$ cat src/rtl/lcd_text_controller_if.sv
// Character stream handshake between the keyboard decoder (master) and the LCD controller (slave).
interface lcd_text_controller_if;
    logic       char_valid;
    logic [7:0] char_data;
    logic       char_ready;

    modport master (output char_valid, output char_data, input char_ready);
    modport slave  (input char_valid, input char_data, output char_ready);
endinterface

$ cat src/rtl/lcd_text_controller.sv
// HD44780 16x2 text controller: power-up wait, init sequence, then character writes with line wrap.
// All LCD-side sequencing advances on rising edges of the slow clk_div, sampled in the clk domain.
module lcd_text_controller #(
    parameter int POWERUP_TICKS    = 64,
    parameter int CLEAR_WAIT_TICKS = 6,
    parameter int COLS             = 16
) (
    input  logic                        clk,
    input  logic                        reset,
    input  logic                        clk_div,
    lcd_text_controller_if.slave        chr,
    output logic                        init_done,
    output logic [7:0]                  lcd_data,
    output logic                        lcd_rs,
    output logic                        lcd_rw,
    output logic                        lcd_en,
    output logic                        lcd_on
);
    typedef enum logic [2:0] {
        S_PWR_WAIT, S_INIT, S_INIT_CLR, S_IDLE, S_WRITE, S_NEWLINE, S_NL_CLR
    } state_t;
    typedef enum logic [1:0] {PH_SETUP, PH_PULSE, PH_HOLD} phase_t;

    localparam logic [7:0] LP_PWR_LAST = 8'(POWERUP_TICKS - 1);
    localparam logic [7:0] LP_CLR_LAST = 8'(CLEAR_WAIT_TICKS - 1);
    localparam logic [4:0] LP_COLS     = 5'(COLS);

    state_t     r_state, w_state_nx;
    phase_t     r_phase, w_phase_nx;
    logic [7:0] r_cnt, w_cnt_nx;
    logic [2:0] r_idx, w_idx_nx;
    logic [4:0] r_col, w_col_nx;
    logic       r_line, w_line_nx;
    logic [7:0] r_char, w_char_nx;
    logic [7:0] r_data, w_data_nx;
    logic       r_rs, w_rs_nx;
    logic       r_en, w_en_nx;
    logic       r_ready, w_ready_nx;
    logic       r_done, w_done_nx;
    logic       r_on;
    logic       r_clk_div_q;

    logic       w_tick;
    logic       w_xfer_act;
    logic       w_xfer_rs;
    logic [7:0] w_xfer_byte;
    logic       w_xfer_done;
    logic [4:0] w_col_inc;

    assign w_tick      = clk_div & ~r_clk_div_q;
    assign w_xfer_done = w_tick & w_xfer_act & (r_phase == PH_HOLD);
    assign w_col_inc   = r_col + 5'd1;

    // Byte and register-select for whichever state currently owns the bus
    always_comb begin
        w_xfer_act  = 1'b0;
        w_xfer_rs   = 1'b0;
        w_xfer_byte = '0;
        case (r_state)
            S_INIT: begin
                w_xfer_act = 1'b1;
                case (r_idx)
                    3'd0, 3'd1, 3'd2: w_xfer_byte = 8'h38;
                    3'd3:             w_xfer_byte = 8'h0C;
                    3'd4:             w_xfer_byte = 8'h01;
                    default:          w_xfer_byte = 8'h06;
                endcase
            end
            S_WRITE: begin
                w_xfer_act  = 1'b1;
                w_xfer_rs   = 1'b1;
                w_xfer_byte = r_char;
            end
            S_NEWLINE: begin
                w_xfer_act  = 1'b1;
                w_xfer_byte = r_line ? 8'h01 : 8'hC0;
            end
            default: ;
        endcase
    end

    always_comb begin
        w_state_nx = r_state;
        w_phase_nx = r_phase;
        w_cnt_nx   = r_cnt;
        w_idx_nx   = r_idx;
        w_col_nx   = r_col;
        w_line_nx  = r_line;
        w_char_nx  = r_char;
        w_data_nx  = r_data;
        w_rs_nx    = r_rs;
        w_en_nx    = r_en;
        w_done_nx  = r_done;

        if (w_xfer_act && w_tick) begin
            case (r_phase)
                PH_SETUP: begin
                    w_data_nx  = w_xfer_byte;
                    w_rs_nx    = w_xfer_rs;
                    w_en_nx    = 1'b0;
                    w_phase_nx = PH_PULSE;
                end
                PH_PULSE: begin
                    w_en_nx    = 1'b1;
                    w_phase_nx = PH_HOLD;
                end
                default: begin
                    w_en_nx    = 1'b0;
                    w_phase_nx = PH_SETUP;
                end
            endcase
        end

        case (r_state)
            S_PWR_WAIT: if (w_tick) begin
                if (r_cnt == LP_PWR_LAST) begin
                    w_cnt_nx   = '0;
                    w_idx_nx   = '0;
                    w_state_nx = S_INIT;
                end else begin
                    w_cnt_nx = r_cnt + 8'd1;
                end
            end
            S_INIT: if (w_xfer_done) begin
                if (r_idx == 3'd4) begin
                    w_idx_nx   = r_idx + 3'd1;
                    w_cnt_nx   = '0;
                    w_state_nx = S_INIT_CLR;
                end else if (r_idx == 3'd5) begin
                    w_done_nx  = 1'b1;
                    w_col_nx   = '0;
                    w_line_nx  = 1'b0;
                    w_state_nx = S_IDLE;
                end else begin
                    w_idx_nx = r_idx + 3'd1;
                end
            end
            S_INIT_CLR: if (w_tick) begin
                if (r_cnt == LP_CLR_LAST) begin
                    w_cnt_nx   = '0;
                    w_state_nx = S_INIT;
                end else begin
                    w_cnt_nx = r_cnt + 8'd1;
                end
            end
            S_IDLE: if (chr.char_valid && r_ready) begin
                w_char_nx  = chr.char_data;
                w_state_nx = (chr.char_data == 8'h0D) ? S_NEWLINE : S_WRITE;
            end
            S_WRITE: if (w_xfer_done) begin
                w_col_nx   = w_col_inc;
                w_state_nx = (w_col_inc == LP_COLS) ? S_NEWLINE : S_IDLE;
            end
            S_NEWLINE: if (w_xfer_done) begin
                w_col_nx = '0;
                if (!r_line) begin
                    w_line_nx  = 1'b1;
                    w_state_nx = S_IDLE;
                end else begin
                    w_cnt_nx   = '0;
                    w_state_nx = S_NL_CLR;
                end
            end
            S_NL_CLR: if (w_tick) begin
                if (r_cnt == LP_CLR_LAST) begin
                    w_cnt_nx   = '0;
                    w_line_nx  = 1'b0;
                    w_state_nx = S_IDLE;
                end else begin
                    w_cnt_nx = r_cnt + 8'd1;
                end
            end
            default: w_state_nx = S_PWR_WAIT;
        endcase

        // Registered ready: high on the first clk spent in IDLE, low the clk after an accept
        w_ready_nx = (w_state_nx == S_IDLE);
    end

    always_ff @(posedge clk or posedge reset) begin
        if (reset) begin
            r_state     <= S_PWR_WAIT;
            r_phase     <= PH_SETUP;
            r_cnt       <= '0;
            r_idx       <= '0;
            r_col       <= '0;
            r_line      <= 1'b0;
            r_char      <= '0;
            r_data      <= '0;
            r_rs        <= 1'b0;
            r_en        <= 1'b0;
            r_ready     <= 1'b0;
            r_done      <= 1'b0;
            r_on        <= 1'b0;
            r_clk_div_q <= 1'b0;
        end else begin
            r_state     <= w_state_nx;
            r_phase     <= w_phase_nx;
            r_cnt       <= w_cnt_nx;
            r_idx       <= w_idx_nx;
            r_col       <= w_col_nx;
            r_line      <= w_line_nx;
            r_char      <= w_char_nx;
            r_data      <= w_data_nx;
            r_rs        <= w_rs_nx;
            r_en        <= w_en_nx;
            r_ready     <= w_ready_nx;
            r_done      <= w_done_nx;
            r_on        <= 1'b1;
            r_clk_div_q <= clk_div;
        end
    end

    assign chr.char_ready = r_ready;
    assign init_done      = r_done;
    assign lcd_data       = r_data;
    assign lcd_rs         = r_rs;
    assign lcd_rw         = 1'b0;
    assign lcd_en         = r_en;
    assign lcd_on         = r_on;
endmodule

$ cat src/flat_wrapper.sv
// flat-port wrapper written by rule: the top's interface ports become plain ports
module lcd_text_controller_flat 
#(
    parameter int POWERUP_TICKS    = 64,
    parameter int CLEAR_WAIT_TICKS = 6,
    parameter int COLS             = 16
)
  (clk, reset, clk_div, init_done, lcd_data, lcd_rs, lcd_rw, lcd_en, lcd_on, chr_char_valid, chr_char_data, chr_char_ready);
  lcd_text_controller_if chr_i ();
  input  logic clk;
  input  logic reset;
  input  logic clk_div;
  output logic init_done;
  output logic [7:0] lcd_data;
  output logic lcd_rs;
  output logic lcd_rw;
  output logic lcd_en;
  output logic lcd_on;
  input wire logic [$bits(chr_i.char_valid)-1:0] chr_char_valid;
  input wire logic [$bits(chr_i.char_data)-1:0] chr_char_data;
  output wire logic [$bits(chr_i.char_ready)-1:0] chr_char_ready;
  assign chr_i.char_valid = chr_char_valid;
  assign chr_i.char_data = chr_char_data;
  assign chr_char_ready = chr_i.char_ready;
  lcd_text_controller #(.POWERUP_TICKS(POWERUP_TICKS), .CLEAR_WAIT_TICKS(CLEAR_WAIT_TICKS), .COLS(COLS)) u_core (.clk(clk), .reset(reset), .clk_div(clk_div), .chr(chr_i), .init_done(init_done), .lcd_data(lcd_data), .lcd_rs(lcd_rs), .lcd_rw(lcd_rw), .lcd_en(lcd_en), .lcd_on(lcd_on));
endmodule
$ cat config.mk
export PLATFORM = sky130hd
export DESIGN_NAME = lcd_text_controller_flat
export DESIGN_NICKNAME = d
export VERILOG_FILES = /design/src/rtl/lcd_text_controller_if.sv /design/src/rtl/lcd_text_controller.sv /design/src/flat_wrapper.sv
export SDC_FILE = /design/constraint.sdc
export NUM_CORES = 1
export LEC_CHECK = 0
export CAP_MARGIN = 0
export CORE_MARGIN = 8
export CORE_UTILIZATION = 55
export CTS_BUF_LIST = sky130_fd_sc_hd__clkbuf_8
export CTS_CLUSTER_DIAMETER = 30
export DETAILED_ROUTE_END_ITERATION = 6
export DONT_BUFFER_PORTS = 1
export PLACE_DENSITY = 0.71
export SETUP_SLACK_MARGIN = 0.2
export SYNTH_ARGS = -nofsm -noshare
export SYNTH_HDL_FRONTEND = slang
export SYNTH_SLANG_ARGS = --single-unit
export TNS_END_PERCENT = 10
$ cat constraint.sdc
create_clock -name clk -period 2.2 [get_ports clk]
set_input_delay 0.11 -clock clk [delete_from_list [all_inputs] [get_ports clk]]
set_output_delay 0.11 -clock clk [all_outputs]
set_load 0.03 [all_outputs]
==> impl_metrics.csv <==
group,metric,value,unit
outcome,status,"finished clean",
cts,clock_latency,0.30,ns
flow_run,drv_cap,0,
logic_synthesis,synth-xor-area-share,0,%
critical_path,crit_required,2.38,ns
global_routing,antenna_found_initial,0,
layout,nets,293,
placed_design,port-buffer-count,0,
layout,areaGrowthSynthToFinish,15.1,%
sta,period_share,93.7,%
logic_synthesis,synth-compound-area-share,19.2,%
layout,drive_above_1_share,17.5,%
sta,tightest_slew,0.865,ns
placed_design,dp_hpwl,3500,um
floorplanning,row_count,24,
drt,vias,1920,
pwr,ir_worst_vdd,0.568,mV
pwr,total_power,2.95,mW
logic_synthesis,synth_top_area_share,45.1,%
drt,drc,0,
critical_path,arrival,2.25,ns
cts,cts_buffers,5,
critical_path,path_max_fanout,6,
logic_synthesis,async_flop_share,100,%
logic_synthesis,ys.warnings.count,0,
cts,htree_levels,2,
logic_synthesis,synth_top_family_by_area,"simple AND/OR/NAND/NOR gates",
pwr,leakage,1.23,nW
logic_synthesis,syn_inst,253,
sta,fin_worst_skew,0.00967,ns
drt,drtIter0Drc,89,
sta,period_minus_slack,2.06,ns
critical_path,critPathLaunchType,"flop",
global_routing,track_usage,16.9,%
logic_synthesis,yosysSeqAreaShare,45.1,%
cts,cts.sinks,43,
logic_synthesis,synthTopCellsByArea,"dfrtp_1 (45%), o21ai_0 (5.9%), nand2_1 (4.9%)",
floorplanning,die_area,0.00670,sq mm
logic_synthesis,syn-cell-area,0.00238,sq mm
min_path,hold_class,"in -> reg",
floorplanning,die_h,81.8,um
floorplanning,core_area,0.00426,sq mm
cts,clk_pin_slew,0.08,ns
critical_path,crit_type,"reg -> reg",
floorplanning,io_pins,26,
logic_synthesis,synth_flop_cell,"dfrtp_1",
global_routing,grt_max_degree,44,
sta,tns,0,ns
floorplanning,die_w,81.8,um
logic_synthesis,ys_ff_latch,43,
sta,slew_headroom,42.2,%
logic_synthesis,synth_nets,273,
logic_synthesis,synthDistinctLibCells,54,
cts,clk_path_buf_depth,2,
logic_synthesis,avgSynthCellArea,9.42,sq um
cts,ctsRootBufferMaster,"clkbuf_8",
sta,finalMaxSlewViolations,0,
logic_synthesis,synth_adder_area_share,4.20,%
logic_synthesis,synthMuxAreaShare,4.20,%
drt,drtPass1Iterations,4,
critical_path,endpoint_kind,"flop",
drt,wl,5170,um
drt,routed_via_density,5.89,
drt,wl_per_cell,15.8,um
placed_design,gp_congestion,0.840,
sta,setup_viol,0,
cts,cts_tree,"done",
logic_synthesis,synthSimpleGateAreaFrac,23.5,%
drt,antenna_left,0,
sta,rsz0062_at_grt,"yes",
logic_synthesis,synth_edf_count,0,
sta,hold_viol,0,
sta,max_freq,485,MHz
logic_synthesis,synth_top_area_cell,"dfrtp_1",
global_routing,grt-ovfl-total,0,
global_routing,grt_pass1_vias,1817,
floorplanning,start_util,55.9,%
layout,antenna_cells,0,
pwr,p_per_area,1080,mW/mm^2
global_routing,grt_pass1_wl,8660,um
metal layers:
metal,track usage (%),up-vias,part of all wire [%]
met2,25.6,52,45
li1,-,943,-
met1,22.4,918,47
met5,0,-,0
met3,5.03,7,6.8
met4,6.14,0,1.8
critical path, stage by stage, from the launching register on:
cell and delay [ns]:
dfrtp_1 0.39, or4b_4 0.55, or4_4 0.44, a31oi_4 0.27, or2_4 0.21, o211ai_2 0.09
registers in the layout, summed over array words and instances (netlist names):
register / count
u_core.r_char: 8
u_core.r_phase: 2
u_core.r_idx: 3
u_core.lcd_rs: 1
u_core.r_clk_div_q: 1
u_core.init_done: 1
u_core.lcd_data: 8
u_core.r_line: 1
u_core.chr.char_ready: 1
u_core.lcd_on: 1
u_core.r_state: 3
u_core.r_col: 5
u_core.r_cnt: 8
synth_stat cells, drive strengths merged (2+ instances only):
cell type,count
and3b,2
a21o,2
clkbuf,12
o21bai,4
a31oi,4
or2,2
nand3b,3
nor2b,10
inv,8
conb,2
o21ai,31
mux2,8
and3,5
nor2,9
a22o,2
nor4bb,2
a21oi,11
nor4,3
o211ai,2
dfrtp,43
o31ai,2
nor3,7
nand2b,9
ha,8
nand2,31
and4b,2
nand3,7
a32oi,2
repair_timing:
action                                  4_1_cts  5_1_grt
pin swaps                                     2        3
hold endpoints to repair                     52        0
setup buffers                                 3        1
hold buffers                                 10        0
endpoints found under the setup margin       12       24
resized for setup                             1        4
stage by stage:
stage          cells  utilization (%)  area, sq um  hold slack [ns]  setup slack [ns]
2_1_floorplan    253                -         2380            0.141             0.218
6_report         326             64.3         2740            0.244             0.139
5_1_grt          326             64.3         2740            0.288            0.0917
4_1_cts          325             63.8         2720            0.236             0.135
3_5_place_dp     304             58.3         2490            0.142            0.0625
3_3_place_gp     304             58.3         2490            0.142            0.0859
final timing paths:
kind	from	end	slack (ns)	cells after the start
hold reg to reg	u_core.r_char[6]$_DFFE_PP0P_	u_core.r_char[6]$_DFFE_PP0P_	0.51	1
hold / removal	clk_div	u_core.r_phase[1]$_DFFE_PP0P_	0.24	3
max in group asynchronous	reset	u_core.r_state[0]$_DFF_PP0_	1.15	2
min in group asynchronous	reset	u_core.r_col[4]$_DFFE_PP0P_	0.44	2
setup reg to reg	u_core.r_cnt[3]$_DFFE_PP0P_	u_core.r_cnt[3]$_DFFE_PP0P_	0.14	5
setup / recovery	u_core.r_cnt[3]$_DFFE_PP0P_	u_core.r_cnt[3]$_DFFE_PP0P_	0.14	5
power by group:
| part | total, mW | leakage, nW | internal, mW | switching (mW) |
|---|---|---|---|---|
| sequential | 1.29 | 0.557 | 0.964 | 0.326 |
| combinational | 1.04 | 0.611 | 0.458 | 0.582 |
| clock | 0.621 | 0.0581 | 0.338 | 0.283 |
placed cells by master, fill, tap and decap left out, types with 2 or more instances in the layout:
cell type      Yosys  layout
nor3_1             7       7
a22o_1             2       2
o21ai_1            3       3
and3b_1            2       2
a21oi_1           11      11
nand3_1            7       7
and4b_1            2       2
conb_1             2       2
o21ai_0           28      28
nor4bb_1           2       2
nand2b_1           9       9
inv_1              8       7
a31oi_1            2       2
nor2_1             8       8
nand3b_1           3       3
mux2_2             8       8
nand2_1           31      31
nor2b_1           10       9
a21o_1             2       2
buf_4              1      16
a32oi_1            2       2
nor4_1             3       3
dfrtp_1           43      42
and3_1             5       5
ha_1               8       8
clkbuf_8           0       5
o31ai_1            2       2
o21bai_1           4       4
dlygate4sd3_1      0      10
logic make-up after synthesis:
group	count (synthesis)
and+or+nand+nor	100
adders and majority gates	8
AOI/OAI and AO/OA	70
muxes	9
DFF	43
other	2
buffers and inverters	21
layout make-up:
class / count / area (sq um)
Fill cell: 396 / 1520
Multi-Input combinational cell: 189 / 1240
Sequential cell: 43 / 1080
Timing Repair Buffer: 26 / 220
Clock buffer: 5 / 68.8
Tap cell: 52 / 65.1
Clock inverter: 3 / 43.8
Inverter: 8 / 30.0
Power figures use the tool's default switching activity.
